===== src/rtl/globe.sv =====
// Shared definitions for the processor core and its peripherals.
// Holds the existing core phase type plus the I/O port constants and the
// port-strobe qualification states used by io_port_responder.
package globe;

  // Core sequencing phases (existing type, shared across the core).
  typedef enum logic [2:0] {
    ST_FETCH,
    ST_DECODE,
    ST_EXECUTE,
    ST_MEMORY,
    ST_WRITEBACK
  } STATES;

  // I/O port served by io_port_responder.
  localparam logic [6:0] PORT_ADDR = 7'd67;

  // Registered level of a port strobe, used to find its rising level.
  typedef enum logic {
    IDLE,
    ACTIVE
  } strobe_t;

  // True on the first cycle a strobe is seen high after being low.
  function automatic logic rising(input strobe_t prev, input logic now);
    return now && (prev == IDLE);
  endfunction

endpackage


===== src/rtl/io_port_responder_tx_fifo.sv =====
// port_tx_fifo: synchronous FIFO for outgoing port words.
// DEPTH must be a power of 2 (pointers wrap naturally) and at least 2.
// Push while full is accepted only when a pop happens in the same cycle.
module port_tx_fifo #(
  parameter int DATA_W = 32,
  parameter int DEPTH  = 4
) (
  input  logic                     clk,
  input  logic                     rst_n,
  input  logic                     push,
  input  logic                     pop,
  input  logic [DATA_W-1:0]        push_data,
  output logic [DATA_W-1:0]        head_data,
  output logic                     full,
  output logic                     empty,
  output logic [$clog2(DEPTH):0]   count
);

  localparam int PTR_W = $clog2(DEPTH);
  localparam logic [PTR_W:0] FULL_CNT = (PTR_W + 1)'(DEPTH);

  logic [DATA_W-1:0] mem [DEPTH];
  logic [PTR_W-1:0]  wr_ptr;
  logic [PTR_W-1:0]  rd_ptr;
  logic              do_push;
  logic              do_pop;

  assign empty     = (count == '0);
  assign full      = (count == FULL_CNT);
  assign head_data = mem[rd_ptr];
  assign do_pop    = pop && !empty;
  assign do_push   = push && (!full || do_pop);

  // Pointer and occupancy bookkeeping; reset flushes any queued words.
  always_ff @(posedge clk) begin
    if (!rst_n) begin
      wr_ptr <= '0;
      rd_ptr <= '0;
      count  <= '0;
    end else begin
      if (do_push) wr_ptr <= wr_ptr + 1'b1;
      if (do_pop)  rd_ptr <= rd_ptr + 1'b1;
      case ({do_push, do_pop})
        2'b10:   count <= count + 1'b1;
        2'b01:   count <= count - 1'b1;
        default: count <= count;
      endcase
    end
  end

  // Word storage.
  // NOTE: storage is deliberately not reset; the zeroed pointers and count
  // already make stale entries unreachable, and a reset-free array maps to RAM.
  always_ff @(posedge clk) begin
    if (do_push) mem[wr_ptr] <= push_data;
  end

endmodule


===== src/rtl/io_port_responder.sv =====
// io_port_responder: peripheral side of the processor I/O port (address 67).
// Qualifies PORT_EN/PORT_RD to one event per rising level, queues written
// words in port_tx_fifo toward the device, and holds one received word until
// the core reads it.
// Build option: define IO_PORT_LOOPBACK_EN to route the FIFO head straight
// into the receive holding register; the external TX/RX links then go idle.
module io_port_responder
  import globe::*;
#(
  parameter int DATA_W   = 32,
  parameter int TX_DEPTH = 4
) (
  input  logic              CLK,
  input  logic              RST_N,
  input  logic              PORT_EN,
  input  logic              PORT_RD,
  input  logic [DATA_W-1:0] DATA_IN,
  output logic [DATA_W-1:0] DATA_OUT,
  output logic              DATA_OE,
  output logic [DATA_W-1:0] TX_DATA,
  output logic              TX_VALID,
  input  logic              TX_READY,
  input  logic [DATA_W-1:0] RX_DATA,
  input  logic              RX_VALID,
  output logic              RX_READY,
  output logic              RX_AVAIL,
  output logic              TX_FULL,
  output logic              TX_OVF
);

  localparam int CNT_W = $clog2(TX_DEPTH) + 1;
  localparam logic [CNT_W-1:0] DEPTH_CNT = CNT_W'(TX_DEPTH);

  strobe_t           en_state, en_next;
  strobe_t           rd_state, rd_next;
  logic              wr_evt;
  logic              rd_evt;
  logic              wr_accept;
  logic              running;

  logic              fifo_pop;
  logic              tx_valid_int;
  logic              tx_full;
  logic              tx_empty;
  logic [CNT_W-1:0]  tx_count;
  logic [DATA_W-1:0] tx_head;

  logic              rx_valid_int;
  logic [DATA_W-1:0] rx_data_int;
  logic              rx_ready_int;
  logic              rx_cap;
  logic [DATA_W-1:0] rx_hold;
  logic              rx_avail;

  // Next strobe qualification state is simply the current strobe level.
  // NOTE: always_comb assigns every output on every path, so no latch is inferred.
  always_comb begin
    en_next = IDLE;
    rd_next = IDLE;
    if (PORT_EN) en_next = ACTIVE;
    if (PORT_RD) rd_next = ACTIVE;
  end

  // Strobe qualification registers.
  // NOTE: sequential state uses non-blocking assignments so every register
  // samples pre-edge values regardless of block ordering.
  always_ff @(posedge CLK) begin
    if (!RST_N) begin
      en_state <= IDLE;
      rd_state <= IDLE;
    end else begin
      en_state <= en_next;
      rd_state <= rd_next;
    end
  end

  assign wr_evt = rising(en_state, PORT_EN);
  assign rd_evt = rising(rd_state, PORT_RD);

  // A write lands if there is room now or the head leaves in the same cycle.
  assign wr_accept    = wr_evt && ((tx_count < DEPTH_CNT) || fifo_pop);
  assign tx_valid_int = !tx_empty;
  assign rx_ready_int = running && !rx_avail;
  assign rx_cap       = rx_valid_int && rx_ready_int;

`ifdef IO_PORT_LOOPBACK_EN
  logic unused_ext_link;
  assign unused_ext_link = ^{RX_DATA, RX_VALID, TX_READY};
  assign rx_valid_int    = tx_valid_int;
  assign rx_data_int     = tx_head;
  assign fifo_pop        = tx_valid_int && rx_ready_int;
  assign TX_VALID        = 1'b0;
  assign RX_READY        = 1'b0;
`else
  assign rx_valid_int = RX_VALID;
  assign rx_data_int  = RX_DATA;
  assign fifo_pop     = tx_valid_int && TX_READY;
  assign TX_VALID     = tx_valid_int;
  assign RX_READY     = rx_ready_int;
`endif

  port_tx_fifo #(
    .DATA_W (DATA_W),
    .DEPTH  (TX_DEPTH)
  ) u_tx_fifo (
    .clk       (CLK),
    .rst_n     (RST_N),
    .push      (wr_evt),
    .pop       (fifo_pop),
    .push_data (DATA_IN),
    .head_data (tx_head),
    .full      (tx_full),
    .empty     (tx_empty),
    .count     (tx_count)
  );

  assign TX_DATA  = tx_head;
  assign TX_FULL  = tx_full;
  assign RX_AVAIL = rx_avail;

  // Out-of-reset marker (keeps RX_READY low in the reset cycle) and sticky overflow.
  always_ff @(posedge CLK) begin
    if (!RST_N) begin
      running <= 1'b0;
      TX_OVF  <= 1'b0;
    end else begin
      running <= 1'b1;
      if (wr_evt && !wr_accept) TX_OVF <= 1'b1;
    end
  end

  // Receive holding register: a read event consumes it, a handshake refills it.
  // Both cannot hit a full register at once because ready is low while it is full.
  always_ff @(posedge CLK) begin
    if (!RST_N) begin
      rx_hold  <= '0;
      rx_avail <= 1'b0;
    end else begin
      if (rd_evt) rx_avail <= 1'b0;
      if (rx_cap) begin
        rx_hold  <= rx_data_int;
        rx_avail <= 1'b1;
      end
    end
  end

  // Core read path: load on the read event, drive while PORT_RD stays high.
  always_ff @(posedge CLK) begin
    if (!RST_N) begin
      DATA_OUT <= '0;
      DATA_OE  <= 1'b0;
    end else if (rd_evt) begin
      DATA_OUT <= rx_avail ? rx_hold : '0;
      DATA_OE  <= 1'b1;
    end else if (!PORT_RD) begin
      DATA_OE  <= 1'b0;
    end
  end

endmodule


===== config.mk =====
export PLATFORM = sky130hd
export DESIGN_NAME = io_port_responder
export DESIGN_NICKNAME = d
export VERILOG_FILES = /design/src/rtl/globe.sv /design/src/rtl/io_port_responder_tx_fifo.sv /design/src/rtl/io_port_responder.sv
export SDC_FILE = /design/constraint.sdc
export NUM_CORES = 1
export LEC_CHECK = 0
export BUFFER_PORTS_ARGS = -buffer_cell sky130_fd_sc_hd__clkbuf_2
export CORE_UTILIZATION = 45
export DETAILED_ROUTE_END_ITERATION = 10
export PLACE_DENSITY = 0.69
export SETUP_SLACK_MARGIN = 0.5
export SLEW_MARGIN = 20
export SYNTH_ARGS = -nofsm -noshare
export SYNTH_HDL_FRONTEND = slang
export SYNTH_HIERARCHICAL = 1
export SYNTH_SLANG_ARGS = --single-unit

===== constraint.sdc =====
create_clock -name CLK -period 2.15 [get_ports CLK]
set_input_delay 0.215 -clock CLK [delete_from_list [all_inputs] [get_ports CLK]]
set_output_delay 0.215 -clock CLK [all_outputs]
set_load 0.005 [all_outputs]

After elaboration in Yosys (flattened, before gate mapping)
Memories as Yosys holds them, arrays and structs flattened. A register that Yosys moved wholly into a read port is not among the register bits.
Cells that the tools add are included.
{"block": "word_totals", "in_bits": 70, "regBits": 77, "ramBits": 128, "n_memories": 1}
{"memory": "u_tx_fifo.mem", "depth": 4, "width": 32, "rd": 1, "rd_ports_with_merged_regs": 1, "wr": 1, "line_no": "io_port_responder_tx_fifo.sv:22", "source": "logic [DATA_W-1:0] mem [DEPTH];"}
{"block": "classes", "n_lt_le_gt_ge": 1, "n_reduce_logical": 18, "bitwise_logic": 2, "muxes": 13, "n_eq_ne": 4, "add_sub_neg": 4}
{"operator": "32-bit two-way mux", "count": 1}
{"operator": "1-bit logical AND", "count": 9}
{"operator": "1-bit two-way mux", "count": 9}
{"operator": "3-bit one-hot mux with 2 select lines", "count": 1}
{"operator": "2-bit by 1-bit adder with 2-bit output, second input constant", "count": 2}
{"operator": "1-bit zero test", "count": 4}
{"operator": "2-bit two-way mux", "count": 2}
{"operator": "2-bit nonzero test", "count": 2}
{"operator": "3-bit by 1-bit adder with 3-bit output, second input constant", "count": 1}
{"operator": "3-bit == test, second input constant", "count": 1}
{"operator": "3-bit zero test", "count": 1}
{"operator": "3-bit < comparator, second input constant", "count": 1}
{"operator": "3-bit by 1-bit subtractor with 3-bit output, second input constant", "count": 1}
{"operator": "2-bit by 1-bit == test with 1-bit output, second input constant", "count": 1}
{"operator": "2-bit == test, second input constant", "count": 1}
{"operator": "1-bit logical OR", "count": 2}
{"operator": "2-bit by 1-bit inequality test with 1-bit output, second input constant", "count": 1}
{"operator": "1-bit NOT", "count": 2}

Logic depth before layout (Yosys ltp)
Gate-level depths: netlist (run 1).
{"block": "logic_depth", "ltp_word": 8, "depth_mapped": 9}

By module
The synthesis (run 1) kept the hierarchy.
{"module": "port_tx_fifo", "area_each_um2": 5153.7, "cells_each": 227, "seq_area_each_um2": 4023.9, "n_inst": 1}
{"module": "io_port_responder", "area_each_um2": 2662.6, "cells_each": 308, "seq_area_each_um2": 1401.3, "n_inst": 1}

Worst setup path before layout (run 1)
Ideal clock, no wire load.
{"block": "synth_path", "path_type": "register -> register", "startpoint": "reg u_tx_fifo.count[1]", "endpoint": "mem u_tx_fifo.mem[0][0], enable pin", "path_buffers": 0, "synth_period_minus_slack_ns": 2.360, "slack_ns": -0.210, "stages_incl_launch_ff": 6, "required_ns": 1.758, "arrival_ns": 1.968, "setup_ns": 0.392, "path_cell_list": "dfxtp_1 nor3_1 nor2b_1 nor4b_2 nor2b_2 and2_1"}
{"block": "synth_between", "elab_chain_len": 8}
{"element": "from (decl)", "line_no": "io_port_responder_tx_fifo.sv:16", "source": "output logic [$clog2(DEPTH):0] count"}
{"element": "from (signal assigned)", "line_no": "io_port_responder_tx_fifo.sv:44", "source": "2'b10: count <= count + 1'b1;"}
{"element": "from (signal assigned)", "line_no": "io_port_responder_tx_fifo.sv:45", "source": "2'b01: count <= count - 1'b1;"}
{"element": "from (signal assigned)", "line_no": "io_port_responder_tx_fifo.sv:46", "source": "default: count <= count;"}
{"element": "3-bit zero test", "line_no": "io_port_responder_tx_fifo.sv:28", "source": "assign empty = (count == '0);"}
{"element": "net tx_empty", "line_no": "io_port_responder.sv:44", "source": "logic tx_empty;"}
{"element": "1-bit zero test", "line_no": "io_port_responder.sv:82", "source": "assign tx_valid_int = !tx_empty;"}
{"element": "1-bit logical AND", "line_no": "io_port_responder.sv:97", "source": "assign fifo_pop = tx_valid_int && TX_READY;"}
{"element": "net fifo_pop", "line_no": "io_port_responder.sv:41", "source": "logic fifo_pop;"}
{"element": "1-bit logical AND", "line_no": "io_port_responder_tx_fifo.sv:31", "source": "assign do_pop = pop && !empty;"}
{"element": "1-bit logical OR", "line_no": "io_port_responder_tx_fifo.sv:32", "source": "assign do_push = push && (!full || do_pop);"}
{"element": "1-bit logical AND", "line_no": "io_port_responder_tx_fifo.sv:32"}
{"element": "1-bit two-way mux", "line_no": "io_port_responder_tx_fifo.sv:55", "source": "if (do_push) mem[wr_ptr] <= push_data;"}
{"element": "1-bit two-way mux (not written as such)", "line_no": "io_port_responder_tx_fifo.sv:55"}
{"element": "to (decl)", "line_no": "io_port_responder_tx_fifo.sv:22"}
The timed path passes the listed nets, and every way through them passes these cells.

==> metrics.yaml, run 1 <==
slew_viol_final: 0
yosysTopAreaCellShare_pct: 49.2
cts.htree.levels: 1
nets: 853
relSlewSlack_pct: 56.5
crit_path_end_kind: "primary output"
critical_path_buf_inv_count: 2
fmax_mhz: 503
synth_area_leaders: "edfxtp_1, dfxtp_1, mux4_2, nand3_1, nand2_1"
num_rows: 47
worst-path-max-fanout: 11
crit_slowest_cell: "mux4_2"
clk_pin_slew_ns: 0.06
worst_pin_slew_ns: 0.652
io_pins: 140
num_antenna_cells: 0
clk_path_buf_depth: 3
routed_wl_um: 18000
maxCapViolations: 0
reg2reg_slack_ns: 0.19
drtAntennaViolNets: 0
p_leak_nw: 3.96
seqCellArea_um2: 5440
clock_latency_ns: 0.50
yosysSeqAreaShare_pct: 69.4
critPathKind: "flop to primary output"
grt_max_degree: 67
port_buffers: 139
die_area_um2: 17900
vias: 5298
reg2reg_to: "u_tx_fifo/count[2]"
synthesis.area_um2: 7820
hold_depth: 3
grt_usage_pct: 20.3
fin_util_pct: 62.9
layout.cells.most_common: "clkbuf_2"
period_minus_slack_ns: 1.99
wl_per_cell_um: 17.8
num-fill-cells: 1283
drive_gt1_share_pct: 35.3
viasPerCell: 5.25
finalSetupViolCount: 0
required_ns: 1.93
timing.clock.skew_ns: 0.0213
drc: 0
start_util_pct: 46.6
cp_top_family: "multiplexers"
hold_viol: 0
drt_iter0_drc: 317
path_cells: "buf_12, mux4_2, clkbuf_2"
r2r_cells: 8
numCtsBuffers: 22
drt_first_pass_iters: 4
core_area_um2: 16800
outcome: "finished, final reports clean"
powerDensity_nw_per_um2: 821
die_w_um: 134
grt_pass1_vias: 5408
place_congestion: 0.790
mostFrequentLayoutCells: "clkbuf_2, edfxtp_1, dfxtp_1"
dpl.hpwl_um: 9850
cts_tree: "built"
syn_inst: 535
cp-start-kind: "flop"
gr-total-overflow: 0
numClockSinks: 207
r2r_start: "u_tx_fifo/count[2]"
syn-num-nets: 610
synth_cell_type_count: 38
fin_crit_sh_pct: 92.4
cts_root_buffer: "clkbuf_16"
antenna_found_initial: 0
grt_pass1_wl_um: 28100
critPathMaxStageDelay_ns: 0.54
cp.arrival_ns: 1.77
die_h_um: 134
synth_area_leader_cell: "edfxtp_1"
worst_slack_ns: 0.163
syn-mean-instance-area_um2: 14.6
multiInputGateArea_um2: 2360
rsz0062_at_grt: "yes"
layout-area-overhead-vs-synth_pct: 34.8
holdCritStartpoint: "PORT_EN"
place_ws_ns: 0.0919
yosysWarnings: 6
hold_path.class: "primary input to flop"
ys_ff_latch: 207
peakVddDrop_v: 0.000469
hold_end: "TX_OVF"
[area by class of cell]
class / count / share of cell area, %
repair buffers: 245 / 16.7
clock buffers: 34 / 6.35
clock inverters: 2 / 0.0831
flip-flops and latches: 207 / 51.6
well taps: 220 / 2.61
inverters: 7 / 0.249
multi-input cells: 295 / 22.4
[cells in the mapped netlist]
library cell  number
inv_1              7
nand2b_1           2
buf_6              8
o21ai_0            3
edfxtp_1         128
buf_1              6
and2_1            11
or2b_1             1
a211oi_1           1
dfxtp_1           79
ha_1               4
nor2_1             4
clkbuf_2           1
nand3b_4           1
nand3_1           64
xor2_1             3
clkbuf_1           5
buf_4              4
nand3b_1           1
o31ai_2            1
a21boi_0           4
nor2b_2            1
mux4_2            32
fa_1               1
a21oi_1            1
buf_2             15
mux2i_1            2
nand2_1           71
nor4b_2            1
xnor2_1            2
a2111oi_2          1
nor3_1             2
nor2b_1            5
a21boi_1          30
o21ai_1           30
o21a_1             1
a22o_1             1
o31a_1             1
[cell families (layout without fill, tap and decap cells)]
kind of cell / after synthesis / count (layout) / share of synthesized area [%]
flops: 207 / 207 / 69.4
mux: 34 / 34 / 9.48
buf+inv: 46 / 288 / 3.43
compound gates: 74 / 74 / 6.21
fa+ha+maj: 5 / 5 / 0.896
simple gates: 164 / 177 / 10.0
xor+xnor: 5 / 5 / 0.560
[stage by stage]
| step | TNS (ns) | power [mW] | instances | hold WS [ns] | instance area, µm² |
|---|---|---|---|---|---|
| finish | 0 | 8.65 | 1010 | 0.218 | 10500 |
| global route | 0 | 8.95 | 1010 | 0.206 | 10500 |
| CTS | 0 | 8.69 | 1004 | 0.215 | 10400 |
| detailed placement | 0 | 5.00 | 868 | 0.440 | 8740 |
| global placement | 0 | 4.97 | 868 | 0.429 | 8740 |
| floorplan | -0.0130 | 4.78 | 535 | 0.243 | 7870 |
[layer usage]
metal | vias to the layer above | GRT usage (%) | share of wire [%]
met5 | - | 0 | 0
met4 | 0 | 6.25 | 2.0
met3 | 33 | 4.16 | 7.5
met2 | 189 | 34.8 | 51
met1 | 2616 | 25.9 | 40
li1 | 2460 | - | -
[state kept, by name (all words and copies together) (netlist names), named ones only]
register / cells
u_tx_fifo/count: 3
TX_OVF: 1
rx_hold: 32
running: 1
en_state: 1
u_tx_fifo/rd_ptr: 2
RX_AVAIL: 1
rd_state: 1
u_tx_fifo/mem: 128
u_tx_fifo/wr_ptr: 2
DATA_OUT: 32
DATA_OE: 1
[worst min-delay path: cells and delay by family]
kind	cells	cell delay (ns)
simple gates	1	0.19
compound gates	1	0.17
buf+inv	1	0.09
[report_power, final]
part           total, mW  internal (mW)  switching, mW
logic              0.704          0.346          0.358
registers           4.41           4.36         0.0470
clock network       3.54           2.12           1.42
[how the worst max path moves through the flow]
| stage | start | cells past startpoint | endpoint | slack [ns] |
|---|---|---|---|---|
| 3_5_place_dp | u_tx_fifo/count[0] | 8 | u_tx_fifo/count[2] | 0.09 |
| 2_1_floorplan | u_tx_fifo/count[0] | 9 | u_tx_fifo/count[2] | -0.01 |
| 4_1_cts | flop | 3 | TX_DATA[20] | 0.13 |
| 5_1_grt | u_tx_fifo/count[2] | 8 | u_tx_fifo/count[2] | 0.11 |
| 6_report | flop | 3 | TX_DATA[20] | 0.16 |
| 3_3_place_gp | u_tx_fifo/count[1] | 8 | u_tx_fifo/count[2] | 0.18 |
[what timing repair did]
item | 4_1_cts | 5_1_grt
resized for setup | 27 | 20
pin swaps | 15 | 4
hold buffers | 66 | 0
setup endpoints to repair | 163 | 172
buffers inserted | 21 | 6
cloned | 13 | 0
hold endpoints to repair | 162 | 0
Note: power is estimated with default switching activity, not from simulation.
==> run 2: changes to the inputs <==
--- a/config.mk
+++ b/config.mk
@@ -6,10 +6,10 @@
 export NUM_CORES = 1
 export LEC_CHECK = 0
 export BUFFER_PORTS_ARGS = -buffer_cell sky130_fd_sc_hd__clkbuf_2
+export CAP_MARGIN = 20
 export CORE_UTILIZATION = 45
 export DETAILED_ROUTE_END_ITERATION = 10
 export PLACE_DENSITY = 0.69
-export SETUP_SLACK_MARGIN = 0.5
 export SLEW_MARGIN = 20
 export SYNTH_ARGS = -nofsm -noshare
 export SYNTH_HDL_FRONTEND = slang
==> run 2 against run 1 <==
Compared with the run above:
- maximum frequency down 2.5%
- register-to-register slack worse by 0.08 ns
- count of clock-buffer cells in the layout down 4
- via count down 6.1%
- design area down 3.8%
- total power down 4.8%
- non-clock buffer count down 21
- critical path depth up 5
- hold slack worse by 0.020 ns
- die area unchanged
- critical path type is now flop to flop
- largest cell class unchanged
- largest power group unchanged
==> metrics.yaml, run 2 (synthesized netlist as in run 1, its figures left out) <==
cts.htree.levels: 1
peakVddDrop_v: 0.000481
gr-total-overflow: 0
antenna_found_initial: 0
placedInstanceArea_um2: 8840
start_util_pct: 46.6
maxCapViolations: 0
hold_slack_ns: 0.198
clk_path_buf_depth: 3
period_minus_slack_ns: 2.04
worst_slack_ns: 0.112
powerDensity_nw_per_um2: 812
layout-area-overhead-vs-synth_pct: 29.6
die_h_um: 134
num_rows: 47
grt_max_degree: 66
numClockSinks: 207
cts_tree: "built"
cp-start-kind: "flop"
grt_pass1_wl_um: 26300
drive_gt1_share_pct: 31.1
final_cell_area_um2: 10100
wl_per_cell_um: 16.4
fmax_mhz: 491
largest_reg_flops: 128
num-fill-cells: 1304
grt_usage_pct: 18.3
routed_wl_um: 16000
top_regs: "u_tx_fifo/mem (128), DATA_OUT (32), rx_hold (32)"
finalSetupViolCount: 0
grt_util_met3_pct: 3.89
layout.cells.most_common: "clkbuf_2"
grt-busiest-layer: "met2"
drt_first_pass_iters: 4
grt_util_met1_pct: 24.2
grtUsageMet2_pct: 31.4
die_area_um2: 17900
core_area_um2: 16800
hold_path.class: "primary input to flop"
num_antenna_cells: 0
place_ws_ns: 0.0711
die_w_um: 134
required_ns: 2.56
timing.clock.skew_ns: 0.0202
dpl.hpwl_um: 9640
fin_crit_sh_pct: 94.8
drtAntennaViolNets: 0
hold_viol: 0
grt_pass1_vias: 5242
vias: 4976
io_pins: 140
cp.arrival_ns: 2.45
clk_pin_slew_ns: 0.06
numCtsBuffers: 21
top_register: "u_tx_fifo/mem"
drc: 0
critPathMaxStageDelay_ns: 0.41
viasPerCell: 5.09
critPathKind: "flop to flop"
nets: 818
worst_pin_slew_ns: 0.679
cts_root_buffer: "clkbuf_16"
mostFrequentLayoutCells: "clkbuf_2, edfxtp_1, dfxtp_1"
outcome: "finished, final reports clean"
drt_iter0_drc: 258
rsz0062_at_grt: "no"
slew_viol_final: 0
p_leak_nw: 3.72
relSlewSlack_pct: 54.7
crit_slowest_cell: "dfxtp_4"
path_cells: "nor3_4, nor2b_4, o31a_1, or2b_1, fa_2, nand2b_4, o31ai_4, mux2i_1"
port_buffers: 139
worst-path-max-fanout: 8
clock_latency_ns: 0.49
crit_path_end_kind: "flop"
place_congestion: 0.830
run 2: cell types whose count changed in the layout (fill, tap and decap cells not counted), moves of 2 or more:
cell / before / now
clkbuf_16: 24 / 21
buf_6: 15 / 0
buf_4: 21 / 10
clkinv_1: 1 / 4
clkbuf_8: 3 / 0
and2_2: 0 / 4
nor2b_4: 3 / 1
and2_4: 17 / 0
clkinvlp_4: 0 / 2
buf_12: 3 / 9
run 2: final cells by class:
class / count / area (µm²) / share of cell area, %
Inverter: 7 / 26.3 / 0.259
Multi-Input combinational cell: 282 / 2170 / 21.4
Timing Repair Buffer: 224 / 1610 / 15.9
Tap cell: 220 / 275 / 2.72
Clock buffer: 30 / 562 / 5.54
Clock inverter: 8 / 43.8 / 0.432
Sequential cell: 207 / 5440 / 53.7
run 2: through the flow:
stage               instances  TNS (ns)  utilization (%)  power, mW
floorplan                 535   -0.0130                -       4.78
global placement          872         0             52.7       4.99
detailed placement        872         0             52.7       5.02
CTS                       978         0             60.4       8.34
global route              978         0             60.5       8.56
finish                    978         0             60.5       8.23
run 2: path summary, 6_finish.rpt:
path | start | endpoint | slack [ns] | depth (start not counted)
worst max-delay path | u_tx_fifo/count[0] | u_tx_fifo/count[2] | 0.11 | 8
worst min-delay path | RST_N | running | 0.20 | 1
worst max register to register | u_tx_fifo/count[0] | u_tx_fifo/count[2] | 0.11 | 8
worst min register to register | DATA_OUT[12] | DATA_OUT[12] | 0.45 | 2
run 2: worst max-delay path: cells and delay by family (launching register included):
kind	cells	cell delay, ns
flip-flops	1	0.41
multiplexers	1	0.21
AND/OR/NAND/NOR	4	0.57
adder cells (fa/ha/maj)	1	0.36
AO/OA/AOI/OAI	2	0.39
run 2: power breakdown:
group	switching (mW)	internal, mW	leakage [nW]
clock	1.38	1.82	0.290
combinational	0.314	0.306	1.62
sequential	0.0490	4.36	1.81
run 2: metal layers:
layer	share of wire (%)	vias up
li1	-	2389
met1	43	2408
met2	50	168
met3	6.8	11
met4	0.66	0
met5	0	-
run 2: repair_timing:
item / in CTS / in global routing
gates resized for setup: 1 / 5
hold buffers: 66 / 0
endpoints found under the setup margin: 25 / 2
setup buffers: 2 / 0
endpoints found under the hold margin: 162 / 0
==> run 3: changes to the inputs <==
--- a/config.mk
+++ b/config.mk
@@ -7,9 +7,11 @@
 export LEC_CHECK = 0
 export BUFFER_PORTS_ARGS = -buffer_cell sky130_fd_sc_hd__clkbuf_2
 export CAP_MARGIN = 20
-export CORE_UTILIZATION = 45
+export CELL_PAD_IN_SITES_DETAIL_PLACEMENT = 1
+export CELL_PAD_IN_SITES_GLOBAL_PLACEMENT = 1
+export CORE_UTILIZATION = 41
 export DETAILED_ROUTE_END_ITERATION = 10
-export PLACE_DENSITY = 0.69
+export PLACE_DENSITY_LB_ADDON = 0.1
 export SLEW_MARGIN = 20
 export SYNTH_ARGS = -nofsm -noshare
 export SYNTH_HDL_FRONTEND = slang
==> run 3 against run 2 <==
Compared with the run above:
- non-clock buffer count is 3 lower
- register-to-register slack got worse by 0.04 ns
- sequential power barely moved
- via count shrank 0.66%
- count of clock-buffer cells in the layout is 5 lower
- total power up 5.1%
- first-iteration DRC count fell by 12%
- clock power grew 13%
- cell count up 1.1%
- largest cell class unchanged
- largest power group unchanged
==> metrics.yaml, run 3 (synthesized netlist as in run 1, its figures left out) <==
die_area_um2: 19600
drt_iter0_drc: 228
post-cts-setup-buffers: 0
dp.cells: 885
worst_pin_slew_ns: 0.687
drive_gt1_share_pct: 31.1
layout.cells.most_common: "clkbuf_2"
mostFrequentLayoutCells: "clkbuf_2, edfxtp_1, dfxtp_1"
cp-start-kind: "flop"
maxCapViolations: 0
grt_usage_pct: 18.1
timing.clock.skew_ns: 0.00961
finalSetupViolCount: 0
grt_max_degree: 66
start_util_pct: 41.8
hold_viol: 0
layout-area-overhead-vs-synth_pct: 30.3
clk_path_buf_depth: 3
nets: 817
antenna_found_initial: 0
outcome: "finished, final reports clean"
place_congestion: 0.789
fin_cells: 989
crit_path_end_kind: "flop"
grt_pass1_wl_um: 27600
fmax_mhz: 481
hold_path.class: "primary input to flop"
viasPerCell: 5.00
num_rows: 50
slew_viol_final: 0
cp.arrival_ns: 2.50
vias: 4943
wl_per_cell_um: 17.5
gr-total-overflow: 0
reg2reg_slack_ns: 0.07
total_power_mw: 8.65
io_pins: 140
critPathKind: "flop to flop"
required_ns: 2.57
port_buffers: 139
worst-path-max-fanout: 7
cts_tree: "built"
grt_pass1_vias: 5307
rsz0062_at_grt: "no"
period_minus_slack_ns: 2.08
tns_ns: 0
hold_slack_ns: 0.160
numClockSinks: 207
top_register: "u_tx_fifo/mem"
p_leak_nw: 3.75
powerDensity_nw_per_um2: 849
dpl.hpwl_um: 10700
drtAntennaViolNets: 0
die_w_um: 140
num_antenna_cells: 0
cts_root_buffer: "clkbuf_16"
top_regs: "u_tx_fifo/mem (128), DATA_OUT (32), rx_hold (32)"
drt_first_pass_iters: 4
peakVddDrop_v: 0.000642
cts.htree.levels: 1
fin_crit_sh_pct: 96.8
clock_latency_ns: 0.50
numCtsBuffers: 23
fin_util_pct: 54.5
die_h_um: 140
relSlewSlack_pct: 54.2
core_area_um2: 18700
drc: 0
largest_reg_flops: 128
clk_pin_slew_ns: 0.06
routed_wl_um: 17300
[run 3: cell types whose count changed in the layout (fill, tap and decap cells not counted), moves of 2 or more]
cell,before,now
buf_12,9,7
bufinv_16,0,2
clkbuf_1,7,2
clkbuf_16,21,23
clkbuf_2,140,138
clkinv_1,4,7
clkinv_2,1,3
clkinvlp_4,2,0
[run 3: stage by stage]
step | cell area (µm²) | worst slack (ns)
floorplan | 7860 | -0.0130
global placement | 8820 | 0.160
detailed placement | 8820 | 0.0844
CTS | 10200 | 0.0307
global route | 10200 | 0.00195
finish | 10200 | 0.0697
[run 3: timing repair]
action / CTS / global route
hold endpoints to repair: 162 / 0
gates resized for setup: 0 / 4
endpoints found under the setup margin: 0 / 2
hold buffers: 66 / 0
[run 3: where the power goes]
group / internal, mW / switching (mW) / total [mW]
Clock: 2.17 / 1.44 / 3.62
Sequential: 4.36 / 0.0497 / 4.41
Combinational: 0.302 / 0.318 / 0.620
Total: 6.84 / 1.81 / 8.65
[run 3: final timing paths]
path / start / to / cells past startpoint
min: RST_N / running / 1
min reg2reg: DATA_OUT[13] / DATA_OUT[13] / 2
max reg2reg: u_tx_fifo/count[1] / u_tx_fifo/count[2] / 8
max: u_tx_fifo/count[1] / u_tx_fifo/count[2] / 8
[run 3: cell type report]
class / count / area (µm²)
Fill cell: 1868 / 8520
Sequential cell: 207 / 5440
Multi-Input combinational cell: 282 / 2170
Timing Repair Buffer: 221 / 1560
Clock buffer: 25 / 583
Tap cell: 234 / 293
Clock inverter: 13 / 110
Inverter: 7 / 26.3
[run 3: worst max-delay path: stages, from the launching register on]
cell and delay, ns:
dfxtp_4 0.40, nor3_4 0.06, nor2b_4 0.11, o31a_1 0.17, or2b_1 0.27, fa_2 0.37
nand2b_4 0.16, o31ai_4 0.26, mux2i_1 0.21
[run 3: metal layers]
metal  vias to the layer above  global-route usage (%)  wire length [µm]
met5                         -                       0                 0
met4                         0                    5.44               366
li1                       2385                       -                 -
met3                        30                    3.45               721
met1                      2414                    21.6              7240
met2                       114                    32.9              9010
